==> src/rtl/seg_fill_engine_if.sv <==
// Command, control and display bundle for seg_fill_engine.
// The master side issues fill commands; the slave side is the engine.
interface seg_fill_engine_if #(
   parameter int NUM_DIGITS = 6,
   parameter int SIZE_W     = 3,
   parameter int VEC_W      = 3,
   parameter int DEPTH_LOG  = 3
);
   logic                    cmd_valid;
   logic                    cmd_ready;
   logic [SIZE_W-1:0]       cmd_size;
   logic [VEC_W-1:0]        cmd_vectors;
   logic [3:0]              cmd_digit;
   logic                    pause;
   logic [7*NUM_DIGITS-1:0] seg;
   logic                    busy;
   logic                    done;
   logic                    drop;
   logic [DEPTH_LOG:0]      cmd_count;

   modport master (
      output cmd_valid, cmd_size, cmd_vectors, cmd_digit, pause,
      input  cmd_ready, seg, busy, done, drop, cmd_count
   );

   modport slave (
      input  cmd_valid, cmd_size, cmd_vectors, cmd_digit, pause,
      output cmd_ready, seg, busy, done, drop, cmd_count
   );
endinterface

==> src/rtl/seg_fill_engine.sv <==
// Seven-segment fill engine: queues fill commands in a show-ahead FIFO and
// plays each one as beats of lit vectors across active-low digits, then a blank beat.
module seg_fill_engine #(
   parameter int NUM_DIGITS     = 6,
   parameter int DIGITS_PER_VEC = 2,
   parameter int SIZE_W         = 3,
   parameter int VEC_W          = 3,
   parameter int DEPTH_LOG      = 3
) (
   input logic              clk,
   input logic              reset,
   seg_fill_engine_if.slave bus_io
);
   localparam int VPB     = NUM_DIGITS / DIGITS_PER_VEC;
   localparam int DEPTH   = 2 ** DEPTH_LOG;
   localparam int ENTRY_W = SIZE_W + VEC_W + 4;
   localparam logic [DEPTH_LOG:0] FULL_CNT  = (DEPTH_LOG + 1)'(DEPTH);
   localparam logic [6:0]         SEG_BLANK = 7'b1111111;

   typedef enum logic [1:0] {
      ST_IDLE  = 2'd0,
      ST_SHOW  = 2'd1,
      ST_BLANK = 2'd2
   } state_t;

   function automatic logic [6:0] decode_hex(input logic [3:0] v);
      case (v)
         4'h0:    decode_hex = 7'b1000000;
         4'h1:    decode_hex = 7'b1111001;
         4'h2:    decode_hex = 7'b0100100;
         4'h3:    decode_hex = 7'b0110000;
         4'h4:    decode_hex = 7'b0011001;
         4'h5:    decode_hex = 7'b0010010;
         4'h6:    decode_hex = 7'b0000010;
         4'h7:    decode_hex = 7'b1111000;
         4'h8:    decode_hex = 7'b0000000;
         4'h9:    decode_hex = 7'b0010000;
         4'hA:    decode_hex = 7'b0001000;
         4'hB:    decode_hex = 7'b0000011;
         4'hC:    decode_hex = 7'b1000110;
         4'hD:    decode_hex = 7'b0100001;
         4'hE:    decode_hex = 7'b0000110;
         4'hF:    decode_hex = 7'b0001110;
         default: decode_hex = SEG_BLANK;
      endcase
   endfunction

   // Vectors lit in a beat: the remaining count, capped at one full display.
   function automatic logic [VEC_W-1:0] lit_vecs(input logic [VEC_W-1:0] rem);
      if (int'(rem) > VPB) lit_vecs = VEC_W'(VPB);
      else                 lit_vecs = rem;
   endfunction

   logic [ENTRY_W-1:0]      mem_q [DEPTH];
   logic [DEPTH_LOG-1:0]    wr_ptr_q, rd_ptr_q;
   logic [DEPTH_LOG:0]      count_q, count_d;
   logic                    ready_s, push_s, pop_s;
   logic [ENTRY_W-1:0]      head_s;
   logic [SIZE_W-1:0]       head_size_s;
   logic [VEC_W-1:0]        head_vec_s;
   logic [3:0]              head_dig_s;

   state_t                  state_q, state_d;
   logic [VEC_W-1:0]        rem_q, rem_d, n_s;
   logic [SIZE_W-1:0]       beat_q, beat_d, sz_q, sz_d;
   logic [3:0]              dig_q, dig_d;
   logic [7*NUM_DIGITS-1:0] seg_q, seg_d;
   logic                    busy_q, busy_d, done_q, done_d, drop_q;

   // Slot availability comes from registered occupancy only, so a same-cycle pop never frees room.
   assign ready_s     = (count_q != FULL_CNT);
   assign push_s      = bus_io.cmd_valid & ready_s;
   assign head_s      = mem_q[rd_ptr_q];
   assign head_size_s = head_s[ENTRY_W-1 -: SIZE_W];
   assign head_vec_s  = head_s[4 +: VEC_W];
   assign head_dig_s  = head_s[3:0];

   always_ff @(posedge clk) begin
      if (push_s) mem_q[wr_ptr_q] <= {bus_io.cmd_size, bus_io.cmd_vectors, bus_io.cmd_digit};
   end

   always_comb begin
      count_d = count_q;
      case ({push_s, pop_s})
         2'b10:   count_d = count_q + (DEPTH_LOG + 1)'(1);
         2'b01:   count_d = count_q - (DEPTH_LOG + 1)'(1);
         default: count_d = count_q;
      endcase
   end

   always_ff @(posedge clk) begin
      if (!reset) begin
         wr_ptr_q <= {DEPTH_LOG{1'b0}};
         rd_ptr_q <= {DEPTH_LOG{1'b0}};
         count_q  <= {(DEPTH_LOG + 1){1'b0}};
         drop_q   <= 1'b0;
      end else begin
         if (push_s) wr_ptr_q <= wr_ptr_q + DEPTH_LOG'(1);
         if (pop_s)  rd_ptr_q <= rd_ptr_q + DEPTH_LOG'(1);
         count_q <= count_d;
         drop_q  <= bus_io.cmd_valid & ~ready_s;
      end
   end

   always_comb begin
      state_d = state_q;
      rem_d   = rem_q;
      beat_d  = beat_q;
      sz_d    = sz_q;
      dig_d   = dig_q;
      pop_s   = 1'b0;
      done_d  = 1'b0;
      n_s     = lit_vecs(rem_q);
      if (!bus_io.pause) begin
         case (state_q)
            ST_IDLE: begin
               if (count_q != {(DEPTH_LOG + 1){1'b0}}) begin
                  pop_s  = 1'b1;
                  sz_d   = head_size_s;
                  rem_d  = head_vec_s;
                  dig_d  = head_dig_s;
                  beat_d = SIZE_W'(1);
                  // Empty commands complete immediately without lighting anything.
                  if (head_size_s == {SIZE_W{1'b0}} || head_vec_s == {VEC_W{1'b0}}) begin
                     done_d = 1'b1;
                  end else begin
                     state_d = ST_SHOW;
                  end
               end else begin
                  state_d = ST_IDLE;
               end
            end
            ST_SHOW: begin
               if (beat_q == sz_q) begin
                  rem_d  = rem_q - n_s;
                  beat_d = SIZE_W'(1);
                  if (rem_d == {VEC_W{1'b0}}) state_d = ST_BLANK;
                  else                        state_d = ST_SHOW;
               end else begin
                  beat_d = beat_q + SIZE_W'(1);
               end
            end
            ST_BLANK: begin
               if (beat_q == sz_q) begin
                  state_d = ST_IDLE;
                  done_d  = 1'b1;
               end else begin
                  beat_d = beat_q + SIZE_W'(1);
               end
            end
            default: state_d = ST_IDLE;
         endcase
      end else begin
         state_d = state_q;
      end
   end

   // Display is registered from next-state values so it tracks the state it belongs to.
   always_comb begin
      seg_d  = {(7 * NUM_DIGITS){1'b1}};
      busy_d = (state_d != ST_IDLE);
      if (state_d == ST_SHOW) begin
         for (int i = 0; i < NUM_DIGITS; i++) begin
            if ((i / DIGITS_PER_VEC) < int'(lit_vecs(rem_d))) seg_d[7*i +: 7] = decode_hex(dig_d);
            else                                              seg_d[7*i +: 7] = SEG_BLANK;
         end
      end else begin
         seg_d = {(7 * NUM_DIGITS){1'b1}};
      end
   end

   always_ff @(posedge clk) begin
      if (!reset) begin
         state_q <= ST_IDLE;
         rem_q   <= {VEC_W{1'b0}};
         beat_q  <= {SIZE_W{1'b0}};
         sz_q    <= {SIZE_W{1'b0}};
         dig_q   <= 4'h0;
         seg_q   <= {(7 * NUM_DIGITS){1'b1}};
         busy_q  <= 1'b0;
         done_q  <= 1'b0;
      end else begin
         state_q <= state_d;
         rem_q   <= rem_d;
         beat_q  <= beat_d;
         sz_q    <= sz_d;
         dig_q   <= dig_d;
         seg_q   <= seg_d;
         busy_q  <= busy_d;
         done_q  <= done_d;
      end
   end

   assign bus_io.cmd_ready = ready_s;
   assign bus_io.cmd_count = count_q;
   assign bus_io.seg       = seg_q;
   assign bus_io.busy      = busy_q;
   assign bus_io.done      = done_q;
   assign bus_io.drop      = drop_q;
endmodule

==> src/flat_wrapper.sv <==
// flat-port wrapper written by rule: the top's interface ports become plain ports
module seg_fill_engine_flat 
#(
   parameter int NUM_DIGITS     = 6,
   parameter int DIGITS_PER_VEC = 2,
   parameter int SIZE_W         = 3,
   parameter int VEC_W          = 3,
   parameter int DEPTH_LOG      = 3
)
  (clk, reset, bus_io_cmd_valid, bus_io_cmd_size, bus_io_cmd_vectors, bus_io_cmd_digit, bus_io_pause, bus_io_cmd_ready, bus_io_seg, bus_io_busy, bus_io_done, bus_io_drop, bus_io_cmd_count);
  seg_fill_engine_if #(.NUM_DIGITS(NUM_DIGITS), .SIZE_W(SIZE_W), .VEC_W(VEC_W), .DEPTH_LOG(DEPTH_LOG)) bus_io_i ();
  input logic clk;
  input logic reset;
  input wire logic [$bits(bus_io_i.cmd_valid)-1:0] bus_io_cmd_valid;
  input wire logic [$bits(bus_io_i.cmd_size)-1:0] bus_io_cmd_size;
  input wire logic [$bits(bus_io_i.cmd_vectors)-1:0] bus_io_cmd_vectors;
  input wire logic [$bits(bus_io_i.cmd_digit)-1:0] bus_io_cmd_digit;
  input wire logic [$bits(bus_io_i.pause)-1:0] bus_io_pause;
  output wire logic [$bits(bus_io_i.cmd_ready)-1:0] bus_io_cmd_ready;
  output wire logic [$bits(bus_io_i.seg)-1:0] bus_io_seg;
  output wire logic [$bits(bus_io_i.busy)-1:0] bus_io_busy;
  output wire logic [$bits(bus_io_i.done)-1:0] bus_io_done;
  output wire logic [$bits(bus_io_i.drop)-1:0] bus_io_drop;
  output wire logic [$bits(bus_io_i.cmd_count)-1:0] bus_io_cmd_count;
  assign bus_io_i.cmd_valid = bus_io_cmd_valid;
  assign bus_io_i.cmd_size = bus_io_cmd_size;
  assign bus_io_i.cmd_vectors = bus_io_cmd_vectors;
  assign bus_io_i.cmd_digit = bus_io_cmd_digit;
  assign bus_io_i.pause = bus_io_pause;
  assign bus_io_cmd_ready = bus_io_i.cmd_ready;
  assign bus_io_seg = bus_io_i.seg;
  assign bus_io_busy = bus_io_i.busy;
  assign bus_io_done = bus_io_i.done;
  assign bus_io_drop = bus_io_i.drop;
  assign bus_io_cmd_count = bus_io_i.cmd_count;
  seg_fill_engine #(.NUM_DIGITS(NUM_DIGITS), .DIGITS_PER_VEC(DIGITS_PER_VEC), .SIZE_W(SIZE_W), .VEC_W(VEC_W), .DEPTH_LOG(DEPTH_LOG)) u_core (.clk(clk), .reset(reset), .bus_io(bus_io_i));
endmodule
==> config.mk <==
export PLATFORM = sky130hd
export DESIGN_NAME = seg_fill_engine_flat
export DESIGN_NICKNAME = d
export VERILOG_FILES = /design/src/rtl/seg_fill_engine_if.sv /design/src/rtl/seg_fill_engine.sv /design/src/flat_wrapper.sv
export SDC_FILE = /design/constraint.sdc
export NUM_CORES = 1
export LEC_CHECK = 0
export BUFFER_PORTS_ARGS = -buffer_cell sky130_fd_sc_hd__buf_2
export CAP_MARGIN = 20
export CORE_ASPECT_RATIO = 0.5
export CORE_MARGIN = 8
export CORE_UTILIZATION = 35
export CTS_CLUSTER_DIAMETER = 30
export DETAILED_ROUTE_END_ITERATION = 10
export GPL_TIMING_DRIVEN = 0
export PLACE_DENSITY = 0.56
export SYNTH_ARGS = -nofsm -noshare
export SYNTH_HDL_FRONTEND = slang
export SYNTH_SLANG_ARGS = --single-unit
==> constraint.sdc <==
create_clock -name clk -period 4.7 [get_ports clk]
set_input_delay 0.705 -clock clk [delete_from_list [all_inputs] [get_ports clk]]
set_output_delay 0.705 -clock clk [all_outputs]
set_load 0.01 [all_outputs]
### Yosys cells after proc, flatten, opt, wreduce, memory -nomap -nowiden

Memories as Yosys holds them, arrays and structs flattened. A register that Yosys moved wholly into a read port is not among the register bits.
Cells that the tools add are included.

* register bits: 28
* bits of input ports: 14
* memory bits (writable): 80
* logic and storage cells: 97
* ROM bits: 672
* memories: 7

* add/subtract/negate cells: 6
* bitwise logic cells: 5
* multiplexer cells: 33
* reductions and logical operators: 21
* equality and inequality tests: 9
* magnitude comparators: 5

Memory list
* (no name shown): words 16, width 7, read ports 1, clocked after memory_dff 1, wr ports 0, line seg_fill_engine.sv:27 `case (v)`
* (no name shown): words 16, width 7, read ports 1, clocked after memory_dff 1, wr ports 0, line seg_fill_engine.sv:27
* (no name shown): words 16, width 7, read ports 1, clocked after memory_dff 1, wr ports 0, line seg_fill_engine.sv:27
* (no name shown): words 16, width 7, read ports 1, clocked after memory_dff 1, wr ports 0, line seg_fill_engine.sv:27
* (no name shown): words 16, width 7, read ports 1, clocked after memory_dff 1, wr ports 0, line seg_fill_engine.sv:27
* (no name shown): words 16, width 7, read ports 1, clocked after memory_dff 1, wr ports 0, line seg_fill_engine.sv:27
* +1 memories

Operators by type and width (number)
* $mux W3: 11
* $mux W2: 6
* $mux W4: 3
* $reduce_and A3 Y1: 4
* $add A3 B1 Y3 const B: 3
* $logic_not A3 Y1: 3
* $pmux W3 S3: 1
* $mux W1: 8
* $pmux W4 S2: 1
* $eq A2 B1 Y1 const B: 3
* $gt A3 B2 Y1 const B: 2
* $logic_not A1 Y1: 6
* $lt A1 B3 Y1 const A: 2
* $pmux W2 S3: 1
* $pmux W3 S2: 1
* $add A4 B1 Y4 const B: 1
* $eq A2 B2 Y1 const B: 2
* $ne A4 B4 Y1 const B: 1
* $reduce_and A4 Y1: 1
* $reduce_bool A2 Y1: 2
* $reduce_bool A4 Y1: 1
* $sub A4 B1 Y4 const B: 1
* $eq A3 B3 Y1: 1
* $lt A2 B3 Y1 const A: 1
* 10 further kinds: 13

### Logic depth before layout (Yosys ltp)

* depth in word-level cells: 13
* gate-level depth with buffers: 17
* gate-level depth less buffers: 14

### Worst setup path after synthesis

OpenSTA, ideal clock, no wires.

* kind: flip-flop to flip-flop
* from: register u_core.state_q[1]
* to: register u_core.count_q[3], in the netlist u_core.bus_io.cmd_count[3]
* arrival: 2814 ps
* setup time: 71 ps
* period minus slack after synthesis: 2885 ps
* cell stages (with the launch flop): 16
* path buffers: 3
* setup slack: 1815 ps
* cell sequence: dfxtp_1 > inv_1 > ha_1 > o41ai_2 > nand2b_1 > buf_4 > inv_4 > buf_6 > clkbuf_1 > ha_1 > ha_1 > a21o_1 > a21oi_1 > xnor2_1 > or3_1 > a21oi_1

* cells in the longest elaborated chain, start to end: 5
* elaborated cells on any way between the ends: 7
* classes of those cells: eq/ne (2); mux (3); reduce/logical (2)

RTL lines
* start: declaration: line seg_fill_engine.sv:63 `state_t state_q, state_d;`
* start signal: assignment: line seg_fill_engine.sv:183 `state_q <= state_d;`
* $logic_not A2 Y1 (*): line seg_fill_engine.sv:115 `case (state_q)`
* $mux W1 (*): line seg_fill_engine.sv:115
* $mux W1 (*): line seg_fill_engine.sv:114 `if (!bus_io.pause) begin`
* net u_core.pop_s: line seg_fill_engine.sv:57 `logic ready_s, push_s, pop_s;`
* $eq A2 B1 Y1 / $eq A2 B2 Y1 (equally long branches): line seg_fill_engine.sv:84 `case ({push_s, pop_s})`
* $pmux W4 S2 / $reduce_bool A2 Y1 (equally long branches)
* end signal: assignment: line seg_fill_engine.sv:95 `count_q <= {(DEPTH_LOG + 1){1'b0}};`
* end signal: assignment: line seg_fill_engine.sv:100 `count_q <= count_d;`
* end: declaration: line seg_fill_engine.sv:56 `logic [DEPTH_LOG:0] count_q, count_d;`

The timed path passes the listed nets; every way through them passes the cells marked *.
A chain may end at the register's enable or synchronous reset.

### Worst setup path in the final report

* from: register u_core.state_q[1]
* to: register u_core.seg_q[32], in the netlist u_core.bus_io.seg[32]

* elaborated cells on any way between the ends: 20
* classes of those cells: order compare (2); eq/ne (3); mux (12); reduce/logical (3)

RTL lines
* $logic_not A2 Y1: line seg_fill_engine.sv:115
* $mux W4: line seg_fill_engine.sv:115
* $mux W4: line seg_fill_engine.sv:114
* net u_core.dig_d[0]: line seg_fill_engine.sv:66 `logic [3:0] dig_q, dig_d;`
* end: declaration: line seg_fill_engine.sv:67 `logic [7*NUM_DIGITS-1:0] seg_q, seg_d;`

The timed path passes the listed nets, and every way through them passes these cells. The select of a mux whose other input is x is not followed.

==> qor.yml <==
fp.dieW_um: 199
synthCells: 433
timing_worst_setup_path_type: "reg -> reg"
net_count_after_synthesis: 465
post_layout_power_mw: 4.33
worstSkewPairLatency_ns: 0.41
setup_violations: 0
critical_path_peak_fanout: 10
cts_tree: "done"
cell_internal_pwr_mw: 2.73
final_cell_mix: "80 x sky130_fd_sc_hd__edfxtp_1, 65 x sky130_fd_sc_hd__buf_2, 52 x sky130_fd_sc_hd__dfxtp_1, 34 x sky130_fd_sc_hd__nand2_1, 29 x sky130_fd_sc_hd__nor2_1"
synthesis.area_per_instance_sq_um: 13.5
power.switching_fraction: 0.370
drc: 0
ir_worst_vdd_mv: 0.338
gpl.final_weighted_congestion: 0.814
report.final.slew_viol_count: 0
cts_max_path_buffers: 2
cts.clk_slew.worst_paths_ns: 0.07
yosys_warnings: 0
max_slew.worst_pin.slew_ns: 0.852
timing_hold_violations_final: 0
p_comb_frac: 0.354
flow.area_growth_from_synthesis_pct: 22.4
ios: 64
vias: 3630
final.setup_skew_ns: 0.0136
switching_power_mw: 1.60
worst_slew_margin_rel: 0.428
grt_overflow_total: 0
rsz0062_at_grt: "false"
cts_max_level: 4
initial_utilization: 0.358
die-area_sq_um: 21400
io_buffer_count: 62
grt_start_max_net_pins: 18
cp_common_cell: "sky130_fd_sc_hd__inv_1"
track_usage: 0.121
crit_path_start: "u_core.state_q[1]"
cellPowerDensity_nw_per_um2: 604
placementRows: 33
antenna_found_initial: 2
p_clk_frac: 0.304
ys_ff_latch: 132
timing.fmax_mhz: 280
cell_area_synth_sq_um: 5850
outcome: "completed"
fin_crit_ns: 3.57
worst_ep_arrival_time_ns: 3.85
layout_commonest_cell: "sky130_fd_sc_hd__edfxtp_1"
drtPass1Iterations: 4
cpMaxStageDelayCell: "sky130_fd_sc_hd__clkbuf_1"
fp.coreArea_sq_um: 16400
drt-wirelength-per-cell_um: 16.6
antenna-diode-count: 0
cell_breakdown_of_the_critical_path: "inv_1 > ha_1 > o41ai_2 > nand2b_1 > buf_4 > inv_4 > buf_6 > clkbuf_1 > nand2_1 > o21ai_0 > inv_1 > ha_1 > inv_1 > mux2i_1 > nor2_1 > o32a_1 > nand3_1"
seq_area_frac_synth: 0.588
initial_detailed_routing_violation_count: 181
multi_input_comb_area_sq_um: 2120
min-delay-start: "u_core.rd_ptr_q[1]"
route.detailed.vias_per_inst: 4.76
max_stage_delay_ns: 0.39
die_height_um: 107
hold_wc_path_type: "reg -> reg"
area.sequential_sq_um: 3440
wl_um: 12600
detailed_place_hpwl_um: 9290
cts.repair.resized: 0
leakage_nw: 2.58
cts_made_buffers: 17
required_ns: 4.98
postCtsHoldBufs: 0
maxCapViolCount: 0
detail-route-antenna-nets: 0
clkSinkCount: 132
fillers: 1486
dominantRegCellSynth: "sky130_fd_sc_hd__edfxtp_1"
grt_pass1_vias: 3610
cell_chosen_for_the_clock_root: "sky130_fd_sc_hd__clkbuf_16"
global_route_wire_length_before_repair_um: 19900
timing.critical_path.to_type: "register"
setup_tns_ns: 0
netlist-cell-type-count: 59
start_kind: "register"
number_of_flops_mapped_to_enable_cells_by_yosys: 80
cts_post_setup_buffers_inserted: 0
synth_async_sr_flop_share: 0
drive_gt1_frac: 0.323
design.final.nets: 554
worstReg2RegStart: "u_core.state_q[1]"
timing.final.crit_share: 0.760
seqPwrFrac: 0.342
-- area by class of cell --
type | instances | area share
Inverter | 18 | 0.00979
Buffer | 34 | 0.0341
Clock inverter | 15 | 0.0252
Multi-Input combinational cell | 249 | 0.296
Timing Repair Buffer | 70 | 0.0549
Tap cell | 227 | 0.0397
Clock buffer | 17 | 0.0594
Sequential cell | 132 | 0.481
-- power groups by stage --
| stage | Sequential [mW] | Clock, mW | Combinational (mW) |
|---|---|---|---|
| final | 1.48 | 1.31 | 1.53 |
| after global routing | 1.50 | 1.40 | 1.70 |
| after CTS | 1.48 | 1.35 | 1.54 |
| after detailed placement | 1.51 | 0 | 1.54 |
| after global placement | 1.50 | 0 | 1.51 |
| after floorplan | 1.51 | 0 | 1.12 |
-- metrics by stage --
step                 util  setup slack, ns  instance area, sq um  hold slack, ns  std cells
floorplan               -             1.82                  5850           0.454        433
global placement    0.394            0.932                  6450           0.479        722
detailed placement  0.400             1.19                  6550           0.491        729
CTS                 0.437             1.14                  7150           0.500        761
global route        0.438            0.791                  7160           0.535        762
finish              0.438             1.13                  7160           0.497        762
-- synthesized netlist by cell type (2+ instances only) --
master                     number  area, sq um
sky130_fd_sc_hd__nor3_1        11         55.1
sky130_fd_sc_hd__buf_2          3         15.0
sky130_fd_sc_hd__mux2_4         2         30.0
sky130_fd_sc_hd__dfxtp_1       52         1040
sky130_fd_sc_hd__edfxtp_1      80         2400
sky130_fd_sc_hd__mux4_1         4          105
sky130_fd_sc_hd__inv_1         16         60.1
sky130_fd_sc_hd__mux2i_1       14          140
sky130_fd_sc_hd__o221a_2        2         22.5
sky130_fd_sc_hd__clkbuf_1       4         15.0
sky130_fd_sc_hd__o22ai_1        2         12.5
sky130_fd_sc_hd__ha_1          17          213
sky130_fd_sc_hd__xor2_1        10         87.6
sky130_fd_sc_hd__a22oi_2        3         37.5
sky130_fd_sc_hd__nand3_1       15         75.1
sky130_fd_sc_hd__o31ai_1        2         15.0
sky130_fd_sc_hd__and3_1         2         12.5
sky130_fd_sc_hd__mux2i_4        2         45.0
sky130_fd_sc_hd__nand2_1       34          128
sky130_fd_sc_hd__nand2b_1       8         50.1
sky130_fd_sc_hd__buf_4         24          180
sky130_fd_sc_hd__buf_6          3         33.8
sky130_fd_sc_hd__a211oi_1       3         22.5
sky130_fd_sc_hd__o21ai_1        4         20.0
sky130_fd_sc_hd__nor2_1        29          109
sky130_fd_sc_hd__o221ai_1       2         17.5
sky130_fd_sc_hd__a21oi_1       16         80.1
sky130_fd_sc_hd__xnor2_1        7         61.3
sky130_fd_sc_hd__nand4_1        4         25.0
sky130_fd_sc_hd__nor4_1         3         18.8
sky130_fd_sc_hd__and2_1         4         25.0
sky130_fd_sc_hd__mux4_2        18          405
sky130_fd_sc_hd__or3_1          3         18.8
sky130_fd_sc_hd__o21ai_0        5         25.0
-- routing by layer --
layer | wire length (um) | global-route usage | part of all wire
met3 | 807 | 0.0412 | 0.064
met1 | 6040 | 0.159 | 0.48
met2 | 5670 | 0.184 | 0.45
met4 | 74 | 0.0468 | 0.0059
met5 | 23 | 0 | 0.0018
-- worst max-delay path: cells and delay by family (launching register included) --
family,cells,cell delay (ns)
compound gates,3,0.68
fa+ha+maj,2,0.57
buf+inv,7,1.25
flops,1,0.33
mux,1,0.11
simple gates,4,0.49
-- cell families (layout without fill, tap and decap cells) --
| logic type | count (synthesis) | after routing | share of synthesized area |
|---|---|---|---|
| DFF | 132 | 132 | 0.588 |
| AOI/OAI and AO/OA | 56 | 56 | 0.0738 |
| buffers and inverters | 52 | 154 | 0.0537 |
| muxes | 41 | 41 | 0.126 |
| adders and majority gates | 18 | 18 | 0.0398 |
| xor gates and xnor gates | 17 | 17 | 0.0254 |
| and+or+nand+nor | 117 | 117 | 0.0930 |
-- final timing paths --
| check | endpoint | slack, ns | depth (start not counted) |
|---|---|---|---|
| setup / recovery | u_core.bus_io.seg[32] | 1.13 | 17 |
| setup reg to reg | u_core.bus_io.seg[32] | 1.13 | 17 |
| hold / removal | register | 0.50 | 2 |
| hold reg to reg | register | 0.50 | 2 |
-- state kept, by name (all words and copies together) (netlist names), named ones only --
signal                   cells
u_core.bus_io.done           1
u_core.dig_q                 4
u_core.bus_io.seg           21
u_core.rem_q                 3
u_core.wr_ptr_q              3
u_core.rd_ptr_q              3
u_core.beat_q                3
u_core.sz_q                  3
u_core.mem_q                80
u_core.state_q               2
u_core.bus_io.drop           1
u_core.bus_io.cmd_count      4
u_core.bus_io.busy           1
Power figures use the tool's default switching activity.
